`src/rtl/seq_ser_if.sv`:
```
// -----------------------------------------------------------------------------
// seq_ser_if -- bundle between a word producer and seq_bit_serializer.
//
// Signals:
//   din        [W-1:0]  parallel word, sampled only on a transfer
//   din_valid           producer has a word to send
//   din_ready           serializer accepts din this cycle
//   x                   serial bit to the sequence detector
//   x_valid             x carries a frame bit
//   busy                frame in progress
//   frame_done          one-cycle pulse on the last bit of a frame
//
// Modports:
//   master : producer / observer side (drives din, din_valid)
//   slave  : serializer side (drives din_ready and the serial outputs)
// -----------------------------------------------------------------------------
interface seq_ser_if #(
  parameter int W = 8
);
  logic [W-1:0] din;
  logic         din_valid;
  logic         din_ready;
  logic         x;
  logic         x_valid;
  logic         busy;
  logic         frame_done;

  modport master (
    output din, din_valid,
    input  din_ready, x, x_valid, busy, frame_done
  );

  modport slave (
    input  din, din_valid,
    output din_ready, x, x_valid, busy, frame_done
  );
endinterface

```
`src/rtl/seq_bit_serializer.sv`:
```
// -----------------------------------------------------------------------------
// seq_bit_serializer -- parallel-in / serial-out stage feeding the 4-ones
// sequence detector, one bit per clk.
//
// Accepts W-bit words over a valid/ready handshake and shifts them out
// back-to-back with no gap between frames. Between frames x sits at
// IDLE_LEVEL so runs of ones seen by the detector are broken.
//
// Parameters:
//   W          word width, 2..32
//   MSB_FIRST  1: din[W-1] first, 0: din[0] first
//   IDLE_LEVEL level driven on x when no frame is active
//
// Ports:
//   clk   rising-edge clock
//   rst   synchronous reset, active high
//   bus   seq_ser_if.slave (din/din_valid in; din_ready, x, x_valid, busy,
//         frame_done out). din_ready is combinational, the rest registered.
//
// Build option:
//   SEQ_SER_PARITY_EN  when defined, every frame carries one extra cycle with
//                      even parity (XOR of the word); frame_done and din_ready
//                      then move to that parity cycle. Frame length W+1.
// -----------------------------------------------------------------------------
module seq_bit_serializer #(
  parameter int   W          = 8,
  parameter bit   MSB_FIRST  = 1'b1,
  parameter logic IDLE_LEVEL = 1'b0
) (
  input  logic     clk,
  input  logic     rst,
  seq_ser_if.slave bus
);

  localparam int CW = (W > 1) ? $clog2(W) : 1;

  localparam logic [CW-1:0] CNT_LAST = CW'(W - 1);
`ifndef SEQ_SER_PARITY_EN
  localparam logic [CW-1:0] CNT_PENULT = CW'(W - 2);
`endif

  localparam logic [1:0] ST_IDLE   = 2'd0;
  localparam logic [1:0] ST_SHIFT  = 2'd1;
`ifdef SEQ_SER_PARITY_EN
  localparam logic [1:0] ST_PARITY = 2'd2;
`endif

  logic [1:0]    state_q, state_d;
  logic [W-1:0]  sreg_q,  sreg_d;
  logic [CW-1:0] cnt_q,   cnt_d;
  logic          x_q,     x_d;
  logic          xv_q,    xv_d;
  logic          busy_q,  busy_d;
  logic          fd_q,    fd_d;
`ifdef SEQ_SER_PARITY_EN
  logic          par_q,   par_d;
`endif

  logic          last_beat;
  logic          xfer;
  logic          state_ok;

  // The bit on x is registered in x_q; sreg holds only the bits not yet sent,
  // so the next bit is always at the "outgoing" end of sreg.
  logic          load_bit;
  logic [W-1:0]  load_rem;
  logic          next_bit;
  logic [W-1:0]  next_rem;

  always_comb begin
    if (MSB_FIRST) begin
      load_bit = bus.din[W-1];
      load_rem = {bus.din[W-2:0], 1'b0};
      next_bit = sreg_q[W-1];
      next_rem = {sreg_q[W-2:0], 1'b0};
    end else begin
      load_bit = bus.din[0];
      load_rem = {1'b0, bus.din[W-1:1]};
      next_bit = sreg_q[0];
      next_rem = {1'b0, sreg_q[W-1:1]};
    end
  end

  // The cycle in which a following word may be taken without a gap.
`ifdef SEQ_SER_PARITY_EN
  assign last_beat = (state_q == ST_PARITY);
  assign state_ok  = (state_q == ST_IDLE) || (state_q == ST_SHIFT) ||
                     (state_q == ST_PARITY);
`else
  assign last_beat = (state_q == ST_SHIFT) && (cnt_q == CNT_LAST);
  assign state_ok  = (state_q == ST_IDLE) || (state_q == ST_SHIFT);
`endif

  // Held low during reset so a word offered alongside rst is never taken.
  assign bus.din_ready = !rst && ((state_q == ST_IDLE) || last_beat);
  assign xfer          = bus.din_valid && bus.din_ready;

  always_comb begin
    state_d = state_q;
    sreg_d  = sreg_q;
    cnt_d   = cnt_q;
    x_d     = x_q;
    xv_d    = xv_q;
    busy_d  = busy_q;
    fd_d    = fd_q;
`ifdef SEQ_SER_PARITY_EN
    par_d   = par_q;
`endif

    // Mid-frame data bit: advance to the next bit.
    if (state_q == ST_SHIFT && cnt_q != CNT_LAST) begin
      x_d    = next_bit;
      sreg_d = next_rem;
      cnt_d  = cnt_q + CW'(1);
`ifdef SEQ_SER_PARITY_EN
      fd_d   = 1'b0;
`else
      // Registered pulse: raise it on the edge that enters the last bit.
      fd_d   = (cnt_q == CNT_PENULT);
`endif
    end

`ifdef SEQ_SER_PARITY_EN
    // Last data bit: the parity cycle follows and becomes the frame end.
    if (state_q == ST_SHIFT && cnt_q == CNT_LAST) begin
      state_d = ST_PARITY;
      x_d     = par_q;
      sreg_d  = '0;
      cnt_d   = '0;
      fd_d    = 1'b1;
    end
`endif

    // Frame ends with no follow-on word, or the state register is corrupt.
    if ((last_beat && !xfer) || !state_ok) begin
      state_d = ST_IDLE;
      sreg_d  = '0;
      cnt_d   = '0;
      x_d     = IDLE_LEVEL;
      xv_d    = 1'b0;
      busy_d  = 1'b0;
      fd_d    = 1'b0;
    end

    // A transfer only happens in IDLE or on the last beat; either way the new
    // word's first bit goes out on the next cycle.
    if (xfer) begin
      state_d = ST_SHIFT;
      sreg_d  = load_rem;
      cnt_d   = '0;
      x_d     = load_bit;
      xv_d    = 1'b1;
      busy_d  = 1'b1;
      fd_d    = 1'b0;
`ifdef SEQ_SER_PARITY_EN
      par_d   = ^bus.din;
`endif
    end
  end

  always_ff @(posedge clk) begin
    if (rst) begin
      state_q <= ST_IDLE;
      sreg_q  <= '0;
      cnt_q   <= '0;
      x_q     <= IDLE_LEVEL;
      xv_q    <= 1'b0;
      busy_q  <= 1'b0;
      fd_q    <= 1'b0;
`ifdef SEQ_SER_PARITY_EN
      par_q   <= 1'b0;
`endif
    end else begin
      state_q <= state_d;
      sreg_q  <= sreg_d;
      cnt_q   <= cnt_d;
      x_q     <= x_d;
      xv_q    <= xv_d;
      busy_q  <= busy_d;
      fd_q    <= fd_d;
`ifdef SEQ_SER_PARITY_EN
      par_q   <= par_d;
`endif
    end
  end

  assign bus.x          = x_q;
  assign bus.x_valid    = xv_q;
  assign bus.busy       = busy_q;
  assign bus.frame_done = fd_q;

endmodule

```
`src/flat_wrapper.sv`:
```
// flat-port wrapper written by rule: the top's interface ports become plain ports
module seq_bit_serializer_flat 
#(
  parameter int   W          = 8,
  parameter bit   MSB_FIRST  = 1'b1,
  parameter logic IDLE_LEVEL = 1'b0
)
  (clk, rst, bus_din, bus_din_valid, bus_din_ready, bus_x, bus_x_valid, bus_busy, bus_frame_done);
  seq_ser_if #(.W(W)) bus_i ();
  input  logic clk;
  input  logic rst;
  input wire logic [$bits(bus_i.din)-1:0] bus_din;
  input wire logic [$bits(bus_i.din_valid)-1:0] bus_din_valid;
  output wire logic [$bits(bus_i.din_ready)-1:0] bus_din_ready;
  output wire logic [$bits(bus_i.x)-1:0] bus_x;
  output wire logic [$bits(bus_i.x_valid)-1:0] bus_x_valid;
  output wire logic [$bits(bus_i.busy)-1:0] bus_busy;
  output wire logic [$bits(bus_i.frame_done)-1:0] bus_frame_done;
  assign bus_i.din = bus_din;
  assign bus_i.din_valid = bus_din_valid;
  assign bus_din_ready = bus_i.din_ready;
  assign bus_x = bus_i.x;
  assign bus_x_valid = bus_i.x_valid;
  assign bus_busy = bus_i.busy;
  assign bus_frame_done = bus_i.frame_done;
  seq_bit_serializer #(.W(W), .MSB_FIRST(MSB_FIRST), .IDLE_LEVEL(IDLE_LEVEL)) u_core (.clk(clk), .rst(rst), .bus(bus_i));
endmodule
```
`config.mk`:
```
export PLATFORM = sky130hd
export DESIGN_NAME = seq_bit_serializer_flat
export DESIGN_NICKNAME = d
export VERILOG_FILES = /design/src/rtl/seq_ser_if.sv /design/src/rtl/seq_bit_serializer.sv /design/src/flat_wrapper.sv
export SDC_FILE = /design/constraint.sdc
export NUM_CORES = 1
export LEC_CHECK = 0
export CORE_ASPECT_RATIO = 0.9
export CORE_MARGIN = 5
export CORE_UTILIZATION = 30
export DETAILED_ROUTE_END_ITERATION = 8
export PLACE_DENSITY = 0.5
export REMOVE_ABC_BUFFERS = 1
export SETUP_SLACK_MARGIN = 0.5
export SYNTH_ARGS = -nofsm -noshare
export SYNTH_HDL_FRONTEND = slang
export SYNTH_SLANG_ARGS = --single-unit
```
`constraint.sdc`:
```
create_clock -name clk -period 1.7 [get_ports clk]
set_clock_uncertainty 0.15 [all_clocks]
set_input_delay 0.34 -clock clk [delete_from_list [all_inputs] [get_ports clk]]
set_output_delay 0.34 -clock clk [all_outputs]
set_load 0.01 [all_outputs]
```
==> flow_summary.toml <==
[status]
outcome = "complete, but fails checks"
violations = "negative setup slack"

[critical_path]
cp_slowest_cell = "dfxtp_2"
arrival_ns = 1.33
startpoint_type = "flip-flop"
critical_path_class = "flip-flop to primary output"
crit_path_max_incr_delay_ns = 0.36
critPathMaxFanout = 2
cp.required_ns = 1.21
critical-path-top-delay-family = "flip-flops"
path_common_cell = "ha_4"
crit_buf_inv = 1
end_kind = "primary output"
path_cells = "ha_4 > ha_4 > and2b_2 > nor2_4 > buf_6"

[placement]
placed_cell_area_um2 = 840.8
post-dp-hpwl_um = 1105
dp_worst_setup_slack_ns = -0.3364
io_buffers = 15
post-place-cells = 118
gp_congestion = 0.6845

[floorplanning]
die_w_um = 59.37
core_um2 = 2142
initial_core_util_pct = 30.72
fp.dieH_um = 54.44
num_rows = 16
dieArea_um2 = 3232
io_pins = 16

[logic_synthesis]
synth_compound_area_share_pct = 19.77
synth_xor_xnor_area_share_pct = 0
synth_edf_count = 0
synth_area_leaders = "dfxtp_1 (40%), a31oi_1 (9.5%), o211ai_1 (8.0%)"
synth_common_cells = "dfxtp_1 (13), a31oi_1 (10), nand3_1 (9)"
seq_area_frac_synth_pct = 39.54
synthAdderAreaFrac_pct = 5.703
synthCells = 75
syn_area_per_cell_um2 = 8.775
yosysMostFrequentCell = "dfxtp_1"
ys.flop_type = "dfxtp_1"
yosysTopAreaCellShare_pct = 39.54
synth_area_leader_cell = "dfxtp_1"
ys_warn_count = 0
synth-seq-cells = 13
async_reset_ff_share_pct = 0
synth_mux_area_share_pct = 1.711
syn-cell-area_um2 = 658.1
synth_top_family_by_area = "simple AND/OR/NAND/NOR gates"
yosys.area_share.simple_pct = 21.10
synth.distinct_cells = 21

[pwr]
powerDensity_nw_per_um2 = 650.7
leakagePower_nw = 0.3937
vdd_drop_max_mv = 0.3979

[timing]
slew_viol_final = 0
finalCritPeriodShare_pct = 107.2
whs_ns = 0.3240
worst_slack_ns = -0.1221
setup_viol_count_final = 1
worstMarginPinSlew_ns = 0.2386
max_freq_mhz = 548.8
rsz0062_at_grt = "true"
period_needed_ns = 1.822
hold_viol = 0
slew_headroom_pct = 84.06

[route]
ant_nets = 0
wire_per_inst_um = 13.78
vias_per_cell = 5.054
first_iter_violations = 16
drcViolationCount = 0
firstDrtPassIters = 4
drt_wl_total_um = 1777
vias = 652

[global_route]
grt_pass1_vias = 661
grt_use_total_pct = 12.79
grt_max_degree = 21
gr-total-overflow = 0
grt_pass1_wl_um = 3049
antenna_found_initial = 0

[layout]
design_area_um2 = 1051
nets = 117
area_delta_synth_final_pct = 59.70
instances_no_fill = 129
antenna_cells = 0
fin_util_pct = 49.07
drive_gt1_share_pct = 51.96

[clock_tree]
numCtsBuffers = 3
h-tree-depth = 1
cts_tree = "built"
clkSinkCount = 13
cts_root_buf = "clkbuf_4"
clk_latency_ns = 0.28
path_clk_slew_ns = 0.08
clockBufferDepth = 2

[min_path]
hold_class = "flip-flop to flip-flop"

[job]
cap_violations = 0
## routing by layer
layer,GRT usage [%],vias up,wire length [µm]
met5,0,-,0
met4,3.396,0,18
met3,5.660,2,104
met2,19.09,14,758
met1,16.67,312,897
li1,-,324,-
## worst register-to-register path: cells and delay by family, from the launching register on
kind	cells	cell delay [ns]
compound gates	1	0.16
fa+ha+maj	2	0.31
buf+inv	2	0.24
simple gates	2	0.30
flops	1	0.34
## cell families after synthesis
family / Yosys count
and+or+nand+nor: 27
AOI/OAI and AO/OA: 20
adders and majority gates: 3
buffers and inverters: 11
muxes: 1
DFF: 13
## power breakdown
part	internal, mW	leakage (nW)	switching, mW
clock	0.0910	0.0150	0.104
combinational	0.0828	0.270	0.0733
sequential	0.322	0.108	0.0111
## registers in the layout, summed over array words and instances (netlist names)
signal	cells
u_core.bus.x	1
u_core.state_q	1
u_core.bus.frame_done	1
u_core.cnt_q	3
u_core.sreg_q	7
## layout make-up
type	instances	area [µm²]
clock buffer	4	26.28
fill	213	1091
inverter	3	15.01
multi-input combinational	51	415.4
sequential	13	266.5
tap	27	33.78
timing repair buffer	31	294.0
## final timing paths
path,from,end,slack [ns],cells past startpoint
setup / recovery,u_core.cnt_q[0],bus_din_ready,-0.12,5
hold / removal,u_core.bus.frame_done,u_core.bus.frame_done,0.32,2
setup reg to reg,u_core.cnt_q[0],u_core.sreg_q[4],0.14,7
hold reg to reg,u_core.bus.frame_done,u_core.bus.frame_done,0.32,2
## repair_timing
action / in CTS / in global routing
hold buffers: 0 / 0
pin swaps: 11 / 7
setup endpoints to repair: 18 / 18
setup buffers: 3 / 4
gates resized for setup: 56 / 4
## placed cells by master, fill, tap and decap left out, types with 2 or more instances in the layout
| cell type | instances |
|---|---|
| nand3_1 | 4 |
| nor2_1 | 3 |
| nand2_1 | 2 |
| buf_4 | 12 |
| clkbuf_4 | 3 |
| dfxtp_1 | 8 |
| buf_6 | 8 |
| dfxtp_2 | 5 |
| clkdlybuf4s50_1 | 9 |
| o211ai_1 | 7 |
| a21oi_2 | 2 |
| ha_4 | 2 |
| nor3b_2 | 2 |
| nand3_2 | 5 |
| nand2_2 | 6 |
| a31oi_1 | 10 |
## through the flow
stage               power [mW]  TNS, ns
floorplan               0.3823        0
detailed placement      0.4566  -0.3364
global route            0.7289  -0.1851
CTS                     0.6752  -0.1723
global placement        0.4546  -0.3367
finish                  0.6839  -0.1221
Note: power is estimated with default switching activity, not from simulation.
